==> src/rtl/mips_bus_pkg.sv <==
`default_nettype none
// ============================================================================
// Module      : mips_bus_pkg
// Description : Shared types and lane helpers for the MIPS bus load/store unit.
// Revision    : 1.0 - initial release
// ============================================================================
package mips_bus_pkg;

    typedef enum logic [1:0] {
        SZ_BYTE = 2'd0,
        SZ_HALF = 2'd1,
        SZ_WORD = 2'd2
    } size_t;

    typedef enum logic [1:0] {
        IDLE  = 2'd0,
        BUS   = 2'd1,
        RDATA = 2'd2
    } lsu_state_t;

    // The unused encoding 3 behaves as a full word.
    function automatic size_t norm_size(input logic [1:0] raw);
        return (raw == 2'd3) ? SZ_WORD : size_t'(raw);
    endfunction

    function automatic logic [3:0] lane_be(input size_t sz, input logic [1:0] o);
        case (sz)
            SZ_BYTE: return 4'b0001 << o;
            SZ_HALF: return o[1] ? 4'b1100 : 4'b0011;
            default: return 4'b1111;
        endcase
    endfunction

    function automatic logic [31:0] lane_wdata(input size_t sz, input logic [31:0] data);
        case (sz)
            SZ_BYTE: return {4{data[7:0]}};
            SZ_HALF: return {2{data[15:0]}};
            default: return data;
        endcase
    endfunction

    function automatic logic [31:0] lane_extract(input size_t sz, input logic sgn,
                                                 input logic [1:0] o, input logic [31:0] rdata);
        logic [31:0] sh;
        sh = '0;
        case (sz)
            SZ_BYTE: begin
                sh = rdata >> {o, 3'b000};
                return {{24{sgn & sh[7]}}, sh[7:0]};
            end
            SZ_HALF: begin
                sh = rdata >> {o[1], 4'b0000};
                return {{16{sgn & sh[15]}}, sh[15:0]};
            end
            default: return rdata;
        endcase
    endfunction

    function automatic logic is_misaligned(input size_t sz, input logic [1:0] o);
        case (sz)
            SZ_BYTE: return 1'b0;
            SZ_HALF: return o[0];
            default: return (o != 2'b00);
        endcase
    endfunction

endpackage
`default_nettype wire

==> src/rtl/mips_bus_lsu_if.sv <==
`default_nettype none
// ============================================================================
// Module      : mips_bus_lsu_if
// Description : Core request/response channel plus Avalon-MM master signals.
// Revision    : 1.0 - initial release
// ============================================================================
interface mips_bus_lsu_if #(
    parameter int ADDR_W = 32
);
    logic              req_valid;
    logic              req_ready;
    logic              req_write;
    logic [1:0]        req_size;
    logic              req_signed;
    logic [ADDR_W-1:0] req_addr;
    logic [31:0]       req_wdata;
    logic              resp_valid;
    logic [31:0]       resp_rdata;
    logic              resp_err;
    logic [ADDR_W-1:0] address;
    logic              read;
    logic              write;
    logic              waitrequest;
    logic [31:0]       writedata;
    logic [3:0]        byteenable;
    logic [31:0]       readdata;

    // LSU side: bus master toward Avalon, server toward the core.
    modport master (
        input  req_valid, req_write, req_size, req_signed, req_addr, req_wdata,
        input  waitrequest, readdata,
        output req_ready, resp_valid, resp_rdata, resp_err,
        output address, read, write, writedata, byteenable
    );

    modport slave (
        output req_valid, req_write, req_size, req_signed, req_addr, req_wdata,
        output waitrequest, readdata,
        input  req_ready, resp_valid, resp_rdata, resp_err,
        input  address, read, write, writedata, byteenable
    );
endinterface
`default_nettype wire

==> src/rtl/lsu_req_fifo.sv <==
`default_nettype none
// ============================================================================
// Module      : lsu_req_fifo
// Description : Request queue for the LSU; DEPTH must be a power of two >= 2.
// Revision    : 1.0 - initial release
// ============================================================================
module lsu_req_fifo #(
    parameter int DEPTH  = 4,
    parameter int DATA_W = 8
)(
    input  wire               clk,
    input  wire               reset,
    input  wire               push,
    input  wire  [DATA_W-1:0] din,
    input  wire               pop,
    output logic [DATA_W-1:0] dout,
    output logic              full,
    output logic              empty
);
    localparam int PTR_W = $clog2(DEPTH);

    logic [DATA_W-1:0] r_mem [DEPTH];
    logic [PTR_W-1:0]  r_wr_ptr;
    logic [PTR_W-1:0]  r_rd_ptr;
    logic [PTR_W:0]    r_count;

    always_ff @(posedge clk or negedge reset) begin
        if (!reset) begin
            r_wr_ptr <= '0;
            r_rd_ptr <= '0;
            r_count  <= '0;
        end else begin
            if (push) r_wr_ptr <= r_wr_ptr + PTR_W'(1);
            if (pop)  r_rd_ptr <= r_rd_ptr + PTR_W'(1);
            case ({push, pop})
                2'b10:   r_count <= r_count + (PTR_W+1)'(1);
                2'b01:   r_count <= r_count - (PTR_W+1)'(1);
                default: r_count <= r_count;
            endcase
        end
    end

    // Storage needs no reset: entries are only read once the count covers them.
    always_ff @(posedge clk) begin
        if (push) r_mem[r_wr_ptr] <= din;
    end

    assign dout  = r_mem[r_rd_ptr];
    assign full  = (r_count == (PTR_W+1)'(DEPTH));
    assign empty = (r_count == '0);
endmodule
`default_nettype wire

==> src/rtl/mips_bus_lsu.sv <==
`default_nettype none
// ============================================================================
// Module      : mips_bus_lsu
// Description : Queued load/store unit from the multicycle MIPS core to an
//               Avalon-MM master; optional MIPS_BUS_LSU_MISALIGN_TRAP_EN.
// Revision    : 1.0 - initial release
// ============================================================================
module mips_bus_lsu
    import mips_bus_pkg::*;
#(
    parameter int ADDR_W      = 32,
    parameter int FIFO_DEPTH  = 4,
    parameter int TIMEOUT_CYC = 0
)(
    input  wire             clk,
    input  wire             reset,
    mips_bus_lsu_if.master  lsu,
    output logic            busy
);
    localparam int PAY_W = 4 + ADDR_W + 32;
    localparam int TO_W  = (TIMEOUT_CYC > 1) ? $clog2(TIMEOUT_CYC) : 1;
    localparam logic [TO_W-1:0] TO_LAST = TO_W'((TIMEOUT_CYC > 0) ? TIMEOUT_CYC - 1 : 0);
    localparam bit   TO_EN = (TIMEOUT_CYC > 0);

    lsu_state_t        r_state, w_next;
    logic              w_push, w_pop, w_full, w_empty;
    logic [PAY_W-1:0]  w_fifo_din, w_fifo_dout;
    logic              w_q_write, w_q_sgn, w_q_trap;
    size_t             w_q_size;
    logic [ADDR_W-1:0] w_q_addr;
    logic [31:0]       w_q_wdata;

    logic              r_cmd_write, r_cmd_sgn, r_cmd_trap;
    size_t             r_cmd_size;
    logic [1:0]        r_cmd_off;
    logic [ADDR_W-1:0] r_address;
    logic [3:0]        r_be;
    logic [31:0]       r_wdata;
    logic [TO_W-1:0]   r_wait_cnt;
    logic              r_resp_valid, r_resp_err;
    logic [31:0]       r_resp_rdata;
    logic              w_done, w_err, w_timeout, w_strobe;

    assign w_push     = lsu.req_valid && !w_full;
    assign w_fifo_din = {lsu.req_write, norm_size(lsu.req_size), lsu.req_signed,
                         lsu.req_addr, lsu.req_wdata};

    lsu_req_fifo #(
        .DEPTH  (FIFO_DEPTH),
        .DATA_W (PAY_W)
    ) u_fifo (
        .clk   (clk),
        .reset (reset),
        .push  (w_push),
        .din   (w_fifo_din),
        .pop   (w_pop),
        .dout  (w_fifo_dout),
        .full  (w_full),
        .empty (w_empty)
    );

    assign w_q_write = w_fifo_dout[PAY_W-1];
    assign w_q_size  = size_t'(w_fifo_dout[PAY_W-2 -: 2]);
    assign w_q_sgn   = w_fifo_dout[PAY_W-4];
    assign w_q_addr  = w_fifo_dout[32 +: ADDR_W];
    assign w_q_wdata = w_fifo_dout[31:0];

`ifdef MIPS_BUS_LSU_MISALIGN_TRAP_EN
    assign w_q_trap = is_misaligned(w_q_size, w_q_addr[1:0]);
`else
    assign w_q_trap = 1'b0;
`endif

    assign w_timeout = TO_EN && (r_wait_cnt == TO_LAST);

    always_ff @(posedge clk or negedge reset) begin
        if (!reset) r_state <= IDLE;
        else        r_state <= w_next;
    end

    always_comb begin
        w_next = r_state;
        w_pop  = 1'b0;
        w_done = 1'b0;
        w_err  = 1'b0;
        case (r_state)
            IDLE: begin
                if (!w_empty) begin
                    w_pop  = 1'b1;
                    w_next = BUS;
                end
            end
            BUS: begin
                if (r_cmd_trap) begin
                    w_done = 1'b1;
                    w_err  = 1'b1;
                    w_next = IDLE;
                end else if (!lsu.waitrequest) begin
                    w_done = r_cmd_write;
                    w_next = r_cmd_write ? IDLE : RDATA;
                end else if (w_timeout) begin
                    w_done = 1'b1;
                    w_err  = 1'b1;
                    w_next = IDLE;
                end
            end
            RDATA:   w_next = IDLE;
            default: w_next = IDLE;
        endcase
    end

    always_ff @(posedge clk or negedge reset) begin
        if (!reset) begin
            r_cmd_write  <= 1'b0;
            r_cmd_sgn    <= 1'b0;
            r_cmd_trap   <= 1'b0;
            r_cmd_size   <= SZ_BYTE;
            r_cmd_off    <= 2'b00;
            r_address    <= '0;
            r_be         <= 4'b0000;
            r_wdata      <= '0;
            r_wait_cnt   <= '0;
            r_resp_valid <= 1'b0;
            r_resp_err   <= 1'b0;
            r_resp_rdata <= '0;
        end else begin
            r_resp_valid <= w_done || (r_state == RDATA);
            r_resp_err   <= w_err;
            r_resp_rdata <= (r_state == RDATA)
                          ? lane_extract(r_cmd_size, r_cmd_sgn, r_cmd_off, lsu.readdata)
                          : 32'h0;
            if (w_pop) begin
                r_cmd_write <= w_q_write;
                r_cmd_sgn   <= w_q_sgn;
                r_cmd_trap  <= w_q_trap;
                r_cmd_size  <= w_q_size;
                r_cmd_off   <= w_q_addr[1:0];
                r_address   <= {w_q_addr[ADDR_W-1:2], 2'b00};
                r_be        <= lane_be(w_q_size, w_q_addr[1:0]);
                r_wdata     <= lane_wdata(w_q_size, w_q_wdata);
            end
            if (w_strobe && lsu.waitrequest) r_wait_cnt <= r_wait_cnt + TO_W'(1);
            else                             r_wait_cnt <= '0;
        end
    end

    assign w_strobe       = (r_state == BUS) && !r_cmd_trap;
    assign lsu.read       = w_strobe && !r_cmd_write;
    assign lsu.write      = w_strobe && r_cmd_write;
    assign lsu.address    = r_address;
    assign lsu.byteenable = r_be;
    assign lsu.writedata  = r_wdata;
    assign lsu.req_ready  = !w_full;
    assign lsu.resp_valid = r_resp_valid;
    assign lsu.resp_err   = r_resp_err;
    assign lsu.resp_rdata = r_resp_rdata;
    assign busy           = (r_state != IDLE) || !w_empty;
endmodule
`default_nettype wire

==> src/flat_wrapper.sv <==
// flat-port wrapper written by rule: the top's interface ports become plain ports
module mips_bus_lsu_flat import mips_bus_pkg::*;
#(
    parameter int ADDR_W      = 32,
    parameter int FIFO_DEPTH  = 4,
    parameter int TIMEOUT_CYC = 0
)
  (clk, reset, busy, lsu_req_valid, lsu_req_write, lsu_req_size, lsu_req_signed, lsu_req_addr, lsu_req_wdata, lsu_waitrequest, lsu_readdata, lsu_req_ready, lsu_resp_valid, lsu_resp_rdata, lsu_resp_err, lsu_address, lsu_read, lsu_write, lsu_writedata, lsu_byteenable);
  mips_bus_lsu_if #(.ADDR_W(ADDR_W)) lsu_i ();
  input  wire clk;
  input  wire reset;
  output logic busy;
  input wire logic [$bits(lsu_i.req_valid)-1:0] lsu_req_valid;
  input wire logic [$bits(lsu_i.req_write)-1:0] lsu_req_write;
  input wire logic [$bits(lsu_i.req_size)-1:0] lsu_req_size;
  input wire logic [$bits(lsu_i.req_signed)-1:0] lsu_req_signed;
  input wire logic [$bits(lsu_i.req_addr)-1:0] lsu_req_addr;
  input wire logic [$bits(lsu_i.req_wdata)-1:0] lsu_req_wdata;
  input wire logic [$bits(lsu_i.waitrequest)-1:0] lsu_waitrequest;
  input wire logic [$bits(lsu_i.readdata)-1:0] lsu_readdata;
  output wire logic [$bits(lsu_i.req_ready)-1:0] lsu_req_ready;
  output wire logic [$bits(lsu_i.resp_valid)-1:0] lsu_resp_valid;
  output wire logic [$bits(lsu_i.resp_rdata)-1:0] lsu_resp_rdata;
  output wire logic [$bits(lsu_i.resp_err)-1:0] lsu_resp_err;
  output wire logic [$bits(lsu_i.address)-1:0] lsu_address;
  output wire logic [$bits(lsu_i.read)-1:0] lsu_read;
  output wire logic [$bits(lsu_i.write)-1:0] lsu_write;
  output wire logic [$bits(lsu_i.writedata)-1:0] lsu_writedata;
  output wire logic [$bits(lsu_i.byteenable)-1:0] lsu_byteenable;
  assign lsu_i.req_valid = lsu_req_valid;
  assign lsu_i.req_write = lsu_req_write;
  assign lsu_i.req_size = lsu_req_size;
  assign lsu_i.req_signed = lsu_req_signed;
  assign lsu_i.req_addr = lsu_req_addr;
  assign lsu_i.req_wdata = lsu_req_wdata;
  assign lsu_i.waitrequest = lsu_waitrequest;
  assign lsu_i.readdata = lsu_readdata;
  assign lsu_req_ready = lsu_i.req_ready;
  assign lsu_resp_valid = lsu_i.resp_valid;
  assign lsu_resp_rdata = lsu_i.resp_rdata;
  assign lsu_resp_err = lsu_i.resp_err;
  assign lsu_address = lsu_i.address;
  assign lsu_read = lsu_i.read;
  assign lsu_write = lsu_i.write;
  assign lsu_writedata = lsu_i.writedata;
  assign lsu_byteenable = lsu_i.byteenable;
  mips_bus_lsu #(.ADDR_W(ADDR_W), .FIFO_DEPTH(FIFO_DEPTH), .TIMEOUT_CYC(TIMEOUT_CYC)) u_core (.clk(clk), .reset(reset), .lsu(lsu_i), .busy(busy));
endmodule
==> config.mk <==
export PLATFORM = sky130hd
export DESIGN_NAME = mips_bus_lsu_flat
export DESIGN_NICKNAME = d
export VERILOG_FILES = /design/src/rtl/mips_bus_pkg.sv /design/src/rtl/mips_bus_lsu_if.sv /design/src/rtl/lsu_req_fifo.sv /design/src/rtl/mips_bus_lsu.sv /design/src/flat_wrapper.sv
export SDC_FILE = /design/constraint.sdc
export NUM_CORES = 1
export LEC_CHECK = 0
export BUFFER_PORTS_ARGS = -buffer_cell sky130_fd_sc_hd__buf_2
export CAP_MARGIN = 10
export CORE_AREA = 8 8 165 167
export CTS_CLUSTER_SIZE = 12
export DETAILED_ROUTE_END_ITERATION = 7
export DIE_AREA = 0 0 173 175
export GPL_ROUTABILITY_DRIVEN = 0
export GPL_TIMING_DRIVEN = 0
export PLACE_DENSITY = 0.81
export RECOVER_POWER = 50
export SETUP_SLACK_MARGIN = 0.1
export SYNTH_ARGS = -nofsm -noshare
export SYNTH_HDL_FRONTEND = slang
export SYNTH_SLANG_ARGS = --single-unit
==> constraint.sdc <==
create_clock -name clk -period 6 [get_ports clk]
set_input_delay 1.2 -clock clk [delete_from_list [all_inputs] [get_ports clk]]
set_output_delay 1.2 -clock clk [all_outputs]
set_load 0.005 [all_outputs]
==> impl_results.md, run 1 <==
- CTS root buffer: clkbuf_16
- Crit share post-route: 50.8%
- Multi-input logic area: 3440 um2
- Synth area leader: edfxtp_1
- Critical path class: input pin to asynchronous set/reset pin
- Number of synthesized flops with an enable pin: 272
- Prevailing post-synth register cell: edfxtp_1
- Routed Wire Length: 34.2 mm
- Clock tree buffer depth: 3
- Post-DP Area: 16,400 um2
- Post-synth cell types: 43
- Critical Path AT: a little over 3 ns
- DR DRC count: 0
- # Post-CTS Setup Buffers: 0
- Number of fill cells in the layout: 1,604
- Final Total Pwr: around 9.2 mW
- Critical path data required time: 6.05 ns
- Slew Viols, Final: 93
- Vias per cell: 5.78
- Fin crit period: 3.05 ns
- Tot GR Track Use: between 20% and 30%
- Drt wl/cell: 23.2 um
- Leak: between 6 and 7 nW
- Area grow syn2layout: 17.9%
- Synth warn: 0
- Hold slack: 0.467 ns
- Initial DRC Count: 797
- Layout Skew: 0.0155 ns
- CTS H-tree lvls: 2
- VDD IR max: about 260 uV
- Die X: 173 um
- #FFs+latches synth: 386
- Initial antenna violation count: 4
- Cell Chain, Critical Path: clkbuf_1
- Vias in the first global route: about 9,000
- Startpoint types: input pin
- CTS-repair resized insts: 0
- Layout cell share with drive strength beyond 1: a little over a quarter
- Worst-path maximum fanout: 43
- Share of the synthesized area in the top cell type: 55.3%
- Die Height: 175 um
- Hold-fix buffers, CTS: 0
- Clk sinks: 386
- Worst rel slew slack: -78.8%
- Worst Path Buf+Inv: 1
- Die Area: 30,300 um2
- Largest net degree at the start of global routing: 73
- CTS tree: done
- Failing checks: max-capacitance violations, max-slew violations
- Core ar.: roughly 25,000 um2
- Global-route wire length before repair: around 52 mm
- Max_cap viols: 3
- Num CTS Buffers: 39
- Final number of hold-violating endpoints: 0
- TritonRoute pass-1 iters: 8
- FF/Latch Area: between 10,000 and 15,000 um2
- Top Ports: between 200 and 250
- Syn Area/Cell: 17.2 um2
- RSZ-0062 raised after global routing: no
- Max frequency: around 330 MHz
- Status: finished with violations
- Slowest stage delay, CP: 1.86 ns
- CP Capture Type: asynchronous set/reset pin
- Worst slew pin tran: 2.68 ns
- Setup_tns: 0 ns
- Antenna-violating nets left: 0
- Port Buffer Count: between 200 and 250
- Clk_lat worst skew: 0.53 ns
- Initial Utilization: 59.9%
- Crit path max-delay family: buffers and inverters
- Vias: 8,515
- Tightest Hold Check Type: flop to flop
- Synth area leaders: edfxtp_1, dfrtp_1, mux4_2
- Layout Nets: 1,221
- Share of the yosys chip area belonging to registers: 74.6%
- Synthesized area: ~15,000 um2
- Cells after Synth: 857
- Ys async rst share: 29.5%
- Commonest cells after routing, fill and taps aside: edfxtp_1, nand2_1, buf_2
- Slowest CP cell: clkbuf_1
- Final HPWL DP: 22.5 mm
- Site Rows: 58
- Clk pin slew, worst setup/hold paths: 0.06 ns
- GRT overflow: 0
- Final setup viols: 0
- Leading cell type in the layout, fill and taps excluded: edfxtp_1
- Final instance area: 17,400 um2
- Pwr dens: 528 nW/um2
[synth_stat cells, types with 2 or more instances]
master and count:
buf_6 3, o21ai_1 9, nor2_1 17, o211ai_1 8, and3_1 5, buf_4 7
xor2_1 2, nand3_1 10, buf_1 3, edfxtp_1 272, clkbuf_1 21, a221oi_1 8
a21o_2 16, ha_1 5, buf_2 12, inv_1 18, nand2b_1 5, xnor2_1 4
mux4_2 69, nor3_1 3, a222oi_1 7, a21oi_1 3, mux2_2 2, nand2_1 170
dfrtp_1 114, nor2b_1 4, mux2i_1 25, o21ai_0 20
[layer usage]
| layer | up-vias | wire (um) | GRT usage [%] |
|---|---|---|---|
| met1 | 4307 | 13500 | 28.0 |
| met4 | 4 | 1210 | 9.13 |
| li1 | 3728 | - | - |
| met3 | 81 | 2750 | 6.52 |
| met2 | 395 | 16700 | 36.9 |
| met5 | - | 22 | 0 |
[final timing paths]
check	startpoint	cells past startpoint	end	slack, ns
min in group asynchronous	reset	1	u_core.lsu.address[26]$_DFFE_PN0P_	1.52
hold / removal	u_core.lsu.address[14]$_DFFE_PN0P_	2	u_core.lsu.address[14]$_DFFE_PN0P_	0.47
setup reg to reg	u_core.u_fifo.r_count[0]$_DFFE_PN0P_	4	u_core.u_fifo.r_mem[3][4]$_DFFE_PP_	3.40
max in group clk	lsu_req_valid	3	u_core.u_fifo.r_mem[3][4]$_DFFE_PP_	3.22
setup / recovery	reset	1	u_core.lsu.address[5]$_DFFE_PN0P_	2.95
hold reg to reg	u_core.lsu.address[14]$_DFFE_PN0P_	2	u_core.lsu.address[14]$_DFFE_PN0P_	0.47
[sequential cells by signal (all words and copies together) (netlist names), 2 cells and up]
signal and flops:
u_core.u_fifo.r_wr_ptr 2, u_core.u_fifo.r_mem 272, u_core.r_cmd_size 2, u_core.lsu.resp_rdata 32, u_core.lsu.writedata 32, u_core.lsu.byteenable 4, u_core.u_fifo.r_count 3, u_core.r_cmd_off 2
u_core.lsu.address 30, u_core.u_fifo.r_rd_ptr 2, u_core.r_state 2
[stage by stage]
| stage | instances | util, % | setup WS, ns |
|---|---|---|---|
| 2_1_floorplan | 859 | - | 2.73 |
| 3_3_place_gp | 1395 | 65.8 | 1.38 |
| 3_5_place_dp | 1400 | 66.5 | 3.23 |
| 4_1_cts | 1471 | 71.1 | 3.37 |
| 5_1_grt | 1473 | 70.7 | 2.53 |
| 6_report | 1473 | 70.7 | 2.95 |
[worst min-delay path, stage by stage, from the launching register on]
cell	delay [ns]
dfrtp_1	0.33
nand2_1	0.05
nand2_1	0.05
[power breakdown]
| part | internal [mW] | switching [mW] |
|---|---|---|
| Sequential | 3.60 | 0.258 |
| Clock | 1.26 | 0.957 |
| Combinational | 1.26 | 1.88 |
| Total | 6.11 | 3.10 |
[layout make-up]
type                            instances  area share (%)
Clock inverter                          6           0.237
Tap cell                              330            2.37
Buffer                                 48            1.45
Timing Repair Buffer                  211            6.20
Inverter                               19           0.409
Antenna cell                            2          0.0287
Sequential cell                       386            63.2
Multi-Input combinational cell        406            19.8
Clock buffer                           65            6.34
[logic make-up (layout without fill, tap and decap cells)]
family / after synthesis / after routing / share of synthesized area [%]
XOR/XNOR: 6 / 6 / 0.356
flip-flops: 386 / 386 / 74.6
buffers and inverters: 67 / 349 / 2.26
AND/OR/NAND/NOR: 218 / 218 / 6.06
adder cells (fa/ha/maj): 6 / 6 / 0.559
multiplexers: 96 / 96 / 12.4
other: 1 / 5 / 0.0254
AO/OA/AOI/OAI: 77 / 77 / 3.83
Note: power is estimated with default switching activity, not from simulation.
==> inputs of run 2 (changes only) <==
--- a/config.mk
+++ b/config.mk
@@ -5,15 +5,16 @@
 export SDC_FILE = /design/constraint.sdc
 export NUM_CORES = 1
 export LEC_CHECK = 0
+export ABC_AREA = 1
 export BUFFER_PORTS_ARGS = -buffer_cell sky130_fd_sc_hd__buf_2
 export CAP_MARGIN = 10
-export CORE_AREA = 8 8 165 167
+export CORE_AREA = 8 8 175 177
 export CTS_CLUSTER_SIZE = 12
 export DETAILED_ROUTE_END_ITERATION = 7
-export DIE_AREA = 0 0 173 175
+export DIE_AREA = 0 0 183 185
 export GPL_ROUTABILITY_DRIVEN = 0
 export GPL_TIMING_DRIVEN = 0
-export PLACE_DENSITY = 0.81
+export PLACE_DENSITY = 0.76
 export RECOVER_POWER = 50
 export SETUP_SLACK_MARGIN = 0.1
 export SYNTH_ARGS = -nofsm -noshare
==> constraint.sdc (replaced) <==
create_clock -name clk -period 3.2 [get_ports clk]
set_input_delay 0.64 -clock clk [delete_from_list [all_inputs] [get_ports clk]]
set_output_delay 0.64 -clock clk [all_outputs]
set_load 0.005 [all_outputs]
==> run 2 against run 1 <==
  * Sequential share of layout area decreased by 3.8 points
  * Cell count up 41%
  * Non-clock buffer count is 31 higher
  * Sequential power is 88% higher
  * Total power rose by 110%
  * Area after synthesis grew 5.8%
  * Hold slack worse by 0.17 ns
  * Clock power increased by 99%
  * Critical endpoint is now u_core.u_fifo.r_count[2]$_DFFE_PN0P_
  * Via count grew 33%
  * Global-route usage is 1.2 points higher
  * Routed wire length is 19% higher
  * Sequential cell count stayed put
  * The run still ends with max-capacitance violations, max-slew violations left
==> impl_results.md, run 2 <==
- Status: finished with violations
- Failing checks: max-capacitance violations, max-slew violations
- Worst rel slew slack: -64.6%
- Die Height: 185 um
- #FFs+latches synth: roughly 390
- Clk_lat worst skew: 0.53 ns
- DR DRC count: 0
- Clk pin slew, worst setup/hold paths: 0.06 ns
- Top Ports: 210
- Critical path class: flop to flop
- Worst-path maximum fanout: 10
- Hold Path Depth: 2
- Critical path data required time: 3.59 ns
- CTS root buffer: clkbuf_16
- Drt wl/cell: 19.6 um
- CTS-repair resized insts: 0
- RSZ-0062 raised after global routing: no
- Multi-input logic area: 4020 um2
- Biggest register: u_core.u_fifo.r_mem
- Slowest stage delay, CP: 0.41 ns
- # Post-CTS Setup Buffers: 0
- Area grow syn2layout: 18.5%
- Crit share post-route: between 80% and 90%
- Layout Skew: 0.0124 ns
- Max_cap viols: 1
- Layout Nets: 1,768
- Ys async rst share: 29.5%
- Initial antenna violation count: 5
- Vias in the first global route: 11,302
- Leading cell type in the layout, fill and taps excluded: nand2_1
- Max frequency: 348 MHz
- Tot GR Track Use: 23.7%
- Die X: around 180 um
- Die Area: 33,900 um2
- Site Rows: 62
- Pwr dens: 1020 nW/um2
- Tightest Hold Check Type: input pin to flop
- Syn Area/Cell: around 11 um2
- Initial Utilization: about 56%
- Vias: 11,294
- Synth warn: 0
- Antenna-violating nets left: 0
- Post-DP Area: 17,400 um2
- FF/Latch Area: 11,000 um2
- Clock tree buffer depth: 3
- Core ar.: ~28,000 um2
- Synth area leaders: edfxtp_1, dfrtp_1, nand2_1
- Crit path max-delay family: buffers and inverters
- Commonest cells post-synth: nand2_1, edfxtp_1, nor2_1, dfrtp_1, o21ai_0
- Final instance area: 18,500 um2
- Port Buffer Count: 206
- Synthesized area: between 15,000 and 20,000 um2
- GRT overflow: 0
- Hold-fix buffers, CTS: 0
- Cells after Synth: 1,398
- Worst slew pin tran: about 2.5 ns
- Non-filler cells, final: 2,075
- Number of fill cells in the layout: 2,154
- Post-layout util: 66.0%
- Slowest CP cell: dfrtp_1
- Count leader, synth: nand2_1
- Startpoint types: flop
- CP Capture Type: flop
- Cell Chain, Critical Path: nor2_1 -> nand2_1 -> inv_2 -> buf_4 -> buf_2 -> ha_1 -> inv_1 -> fa_1 -> a21oi_1 -> o21ai_0 -> xor2_1
- Commonest cells after routing, fill and taps aside: nand2_1, edfxtp_1, nor2_1
- Leak: 7.77 nW
- TritonRoute pass-1 iters: 8
- Routed Wire Length: 40.6 mm
- Initial DRC Count: 1,134
- Fin crit period: 2.88 ns
- Flop2flop setup slack: 0.32 ns
- Share of the synthesized area in the top cell type: 52.2%
- Layout cell share with drive strength beyond 1: ~16%
- Largest net degree at the start of global routing: 68
- Num CTS Buffers: 40
- Worst r2r path cells: 11
- Final setup viols: 0
- Synth area leader: edfxtp_1
- VDD IR max: about 560 uV
- CTS tree: done
- CTS H-tree lvls: 2
- Hold_sp: lsu_waitrequest
- Max reg flops: 272
- Placed instance count: 2,000
- Post-synth cell types: 38
- Global-route wire length before repair: around 60 mm
- Worst Path Buf+Inv: 4
- R2R Path End: u_core.u_fifo.r_count[2]$_DFFE_PN0P_
- Worst Hold Path EP: u_core.r_state[1]$_DFFE_PN0P_
- Vias per cell: 5.44
- Share of the yosys chip area belonging to registers: a little over 70%
- Final number of hold-violating endpoints: 0
- Clk sinks: 386
- Prevailing post-synth register cell: edfxtp_1
- R2r startpoint: u_core.r_state[0]$_DFFE_PN0P_
- Critical Path AT: 3.27 ns
- Number of synthesized flops with an enable pin: 272
- Slew Viols, Final: 48
- Final HPWL DP: 27.6 mm
[run 2: cell types whose count changed after synthesis, moves of 10 or more]
cell / previous run / this run
mux4_2: 69 / 0
buf_2: 12 / 27
inv_1: 18 / 50
a31oi_1: 1 / 31
or2_1: 0 / 16
nor2_1: 17 / 272
nand3_1: 10 / 49
a21o_2: 16 / 0
mux2i_1: 25 / 0
nand2_1: 170 / 323
o22ai_1: 1 / 17
o21ai_0: 20 / 104
nor2_4: 0 / 10
[run 2: kinds of logic after synthesis]
group / after synthesis / share of synthesized area, %
flip-flops: 386 / 70.4
adder cells (fa/ha/maj): 6 / 0.528
buffers and inverters: 131 / 4.04
XOR/XNOR: 4 / 0.224
other: 1 / 0.0240
AND/OR/NAND/NOR: 695 / 18.6
AO/OA/AOI/OAI: 175 / 6.13
[run 2: worst max-delay path by stage]
stage / endpoint / slack [ns] / from / cells after the start
2_1_floorplan: u_core.u_fifo.r_mem[0][0]$_DFFE_PP_ / -0.96 / lsu_req_valid / 2
3_3_place_gp: u_core.u_fifo.r_mem[3][44]$_DFFE_PP_ / -3.50 / lsu_req_valid / 3
3_5_place_dp: u_core.u_fifo.r_count[2]$_DFFE_PN0P_ / 0.54 / u_core.r_state[0]$_DFFE_PN0P_ / 11
4_1_cts: u_core.u_fifo.r_count[2]$_DFFE_PN0P_ / 0.48 / u_core.r_state[0]$_DFFE_PN0P_ / 11
5_1_grt: u_core.u_fifo.r_count[2]$_DFFE_PN0P_ / 0.21 / u_core.r_state[0]$_DFFE_PN0P_ / 11
6_report: u_core.u_fifo.r_count[2]$_DFFE_PN0P_ / 0.32 / u_core.r_state[0]$_DFFE_PN0P_ / 11
[run 2: final cells by class]
cell class | count | share of cell area (%)
clock buffer | 65 | 6.29
clock inverter | 8 | 0.371
sequential | 386 | 59.5
buffer | 74 | 2.17
multi-input combinational | 883 | 21.7
antenna | 2 | 0.0270
inverter | 57 | 1.19
timing repair buffer | 216 | 6.22
tap | 384 | 2.59
[run 2: routing by layer]
layer	share of wire (%)	vias to the layer above	GRT usage (%)
met5	0.094	-	0
met4	3.4	6	10.1
met3	9.2	104	5.36
met2	48	593	40.0
met1	39	5389	29.1
li1	-	5202	-
[run 2: stage by stage]
stage / TNS (ns) / power [mW] / hold slack [ns] / setup WS, ns
6_report: 0 / 19.0 / 0.300 / 0.323
5_1_grt: 0 / 20.1 / 0.298 / 0.206
4_1_cts: 0 / 19.0 / 0.0725 / 0.484
3_5_place_dp: 0 / 14.6 / 0.461 / 0.540
3_3_place_gp: -932.52 / 14.3 / 0.449 / -3.50
2_1_floorplan: -260.60 / 11.8 / 0.344 / -0.958
[run 2: where the power goes]
part           leakage [nW]  total (mW)  switching (mW)  internal [mW]
combinational          3.27        7.37            5.00           2.37
sequential             3.90        7.23           0.494           6.73
clock                 0.599        4.39            1.82           2.57
total                  7.77        19.0            7.31           11.7
==> inputs of run 3 (changes only) <==
--- a/config.mk
+++ b/config.mk
@@ -6,15 +6,15 @@
 export NUM_CORES = 1
 export LEC_CHECK = 0
 export ABC_AREA = 1
-export BUFFER_PORTS_ARGS = -buffer_cell sky130_fd_sc_hd__buf_2
 export CAP_MARGIN = 10
 export CORE_AREA = 8 8 175 177
 export CTS_CLUSTER_SIZE = 12
 export DETAILED_ROUTE_END_ITERATION = 7
 export DIE_AREA = 0 0 183 185
+export DONT_BUFFER_PORTS = 1
 export GPL_ROUTABILITY_DRIVEN = 0
 export GPL_TIMING_DRIVEN = 0
-export PLACE_DENSITY = 0.76
+export PLACE_DENSITY = 0.73
 export RECOVER_POWER = 50
 export SETUP_SLACK_MARGIN = 0.1
 export SYNTH_ARGS = -nofsm -noshare
==> constraint.sdc (replaced) <==
create_clock -name clk -period 2.5 [get_ports clk]
set_input_delay 0.5 -clock clk [delete_from_list [all_inputs] [get_ports clk]]
set_output_delay 0.5 -clock clk [all_outputs]
set_load 0.005 [all_outputs]
==> run 3 against run 2 <==
  * The flow finishes with violations (negative hold slack)
  * First-iteration DRC count is 29% lower
  * Sequential share of layout area is 3.0 points higher
  * Sequential power is 31% higher
  * Clock-buffer cell count is 2 higher
  * Largest power group is now registers
==> impl_results.md, run 3 (synthesized netlist as in run 2, its figures left out) <==
- Status: finished with violations
- Failing checks: negative hold slack
- Layout Skew: 0.0202 ns
- Die Height: 185 um
- Pre-CTS setup slack: -0.185 ns
- Worst-path maximum fanout: 19
- Clk_lat worst skew: 0.53 ns
- Critical Path AT: 2.61 ns
- Max reg flops: ~270
- Critical path data required time: around 2.9 ns
- Die X: roughly 180 um
- DR DRC count: 0
- TritonRoute pass-1 iters: 6
- Final setup viols: 0
- Global-route wire length before repair: just under 60 mm
- R2R Path End: u_core.u_fifo.r_count[2]$_DFFE_PN0P_
- Final HPWL DP: around 26 mm
- RSZ-0062 raised after global routing: no
- Die Area: 33,900 um2
- Vias: 10,278
- Slew Viols, Final: 0
- Hold slack: -0.333 ns
- Clock tree buffer depth: 3
- Worst rel slew slack: 52.9%
- Routed Wire Length: 38.6 mm
- Top Ports: 210
- Placed instance count: 1,794
- Drt wl/cell: 20.7 um
- Final WS setup: 0.284 ns
- Max frequency: between 400 and 500 MHz
- Max_cap viols: 0
- Fin crit period: 2.22 ns
- Layout cell share with drive strength beyond 1: 10.0%
- Commonest cells after routing, fill and taps aside: nand2_1, edfxtp_1, nor2_1
- GRT overflow: 0
- Site Rows: 62
- Final number of hold-violating endpoints: 114
- CTS tree: done
- Leading cell type in the layout, fill and taps excluded: nand2_1
- Initial antenna violation count: 0
- Post-layout util: 62.9%
- Non-filler cells, final: 1,867
- Port Buffer Count: 0
- Initial Utilization: between 50 and 60%
- Core ar.: around 28,000 um2
- Initial DRC Count: 802
- Setup_tns: 0 ns
- CTS root buffer: clkbuf_16
- Tot GR Track Use: 22.7%
- Layout Nets: 1,563
- Antenna-violating nets left: 0
- Worst r2r path cells: 10
- Largest net degree at the start of global routing: 115
- Area grow syn2layout: 12.8%
- Tightest Hold Check Type: input pin to asynchronous set/reset pin
- Startpoint types: flop
- Number of fill cells in the layout: about 2,100
- CTS H-tree lvls: 2
- Pwr dens: about 1300 nW/um2
- Clk sinks: 386
- Crit share post-route: 88.6%
- Vias per cell: 5.51
- Num CTS Buffers: 40
- Leak: just over 7 nW
- R2r startpoint: u_core.r_state[0]$_DFFE_PN0P_
- Flop2flop setup slack: 0.28 ns
- Critical path class: flop to flop
- VDD IR max: 617 uV
- N_diodes: 0
- Worst slew pin tran: 0.707 ns
- CP Capture Type: flop
- Clk pin slew, worst setup/hold paths: 0.06 ns
- Vias in the first global route: 10,145
- Biggest register: u_core.u_fifo.r_mem
==> run 3: changes by cell type in the layout (fill, tap and decap cells not counted), sizes merged <==
| cell | delta |
|---|---|
| buf | -127 |
| clkbuf | -75 |
| diode | -2 |
| inv | -2 |
| clkinv | -1 |
| dlygate4sd2 | -1 |
==> run 3: worst max-delay path: stages, from the launching register on <==
cell     delay, ns
dfrtp_1       0.41
nor2_2        0.18
nand2_2       0.13
inv_4         0.15
buf_6         0.21
ha_1          0.18
inv_1         0.07
fa_1          0.38
a21oi_1       0.14
o21ai_0       0.11
xor2_1        0.15
==> run 3: worst max-delay path by stage <==
stage,endpoint,from,cells past startpoint
after floorplan,u_core.u_fifo.r_mem[0][0]$_DFFE_PP_,u_core.u_fifo.r_count[0]$_DFFE_PN0P_,4
after global placement,u_core.u_fifo.r_mem[3][42]$_DFFE_PP_,u_core.u_fifo.r_count[0]$_DFFE_PN0P_,4
after detailed placement,u_core.u_fifo.r_count[2]$_DFFE_PN0P_,u_core.r_state[0]$_DFFE_PN0P_,11
after CTS,u_core.u_fifo.r_count[2]$_DFFE_PN0P_,u_core.u_fifo.r_count[0]$_DFFE_PN0P_,9
after global routing,u_core.u_fifo.r_count[2]$_DFFE_PN0P_,u_core.r_state[0]$_DFFE_PN0P_,10
final,u_core.u_fifo.r_count[2]$_DFFE_PN0P_,u_core.r_state[0]$_DFFE_PN0P_,10
==> run 3: routing by layer <==
metal	part of all wire (%)	track usage (%)	up-vias
li1	-	-	4784
met1	37	26.9	4928
met2	48	37.7	476
met3	11	7.67	90
met4	3.7	9.56	0
met5	0	0	-
==> run 3: layout make-up <==
cell class / count / area, um2 / area share [%]
clock buffer: 67 / 1180 / 6.71
tap: 384 / 480 / 2.72
sequential: 386 / 11000 / 62.4
multi-input combinational: 883 / 4040 / 22.9
buffer: 73 / 408 / 2.31
timing repair buffer: 12 / 238 / 1.35
inverter: 57 / 224 / 1.27
clock inverter: 5 / 60.1 / 0.340
==> run 3: per-stage QoR <==
step	power, mW	cell area [um2]
2_1_floorplan	15.1	15700
3_3_place_gp	17.6	16100
3_5_place_dp	18.0	16400
4_1_cts	23.7	17600
5_1_grt	25.2	17700
6_report	23.6	17700
==> run 3: where the power goes <==
part	switching (mW)	leakage, nW	total, mW	internal [mW]
Combinational	5.85	2.65	8.51	2.66
Clock	2.33	0.602	5.65	3.33
Sequential	0.851	3.90	9.47	8.62
Total	9.02	7.15	23.6	14.6
==> run 3: what timing repair did <==
| action | CTS | global route |
|---|---|---|
| resized for setup | 1 | 3 |
| setup endpoints to repair | 21 | 36 |
| endpoints found under the hold margin | 114 | 114 |
| buffers inserted | 2 | 0 |
| pin swaps | 2 | 0 |
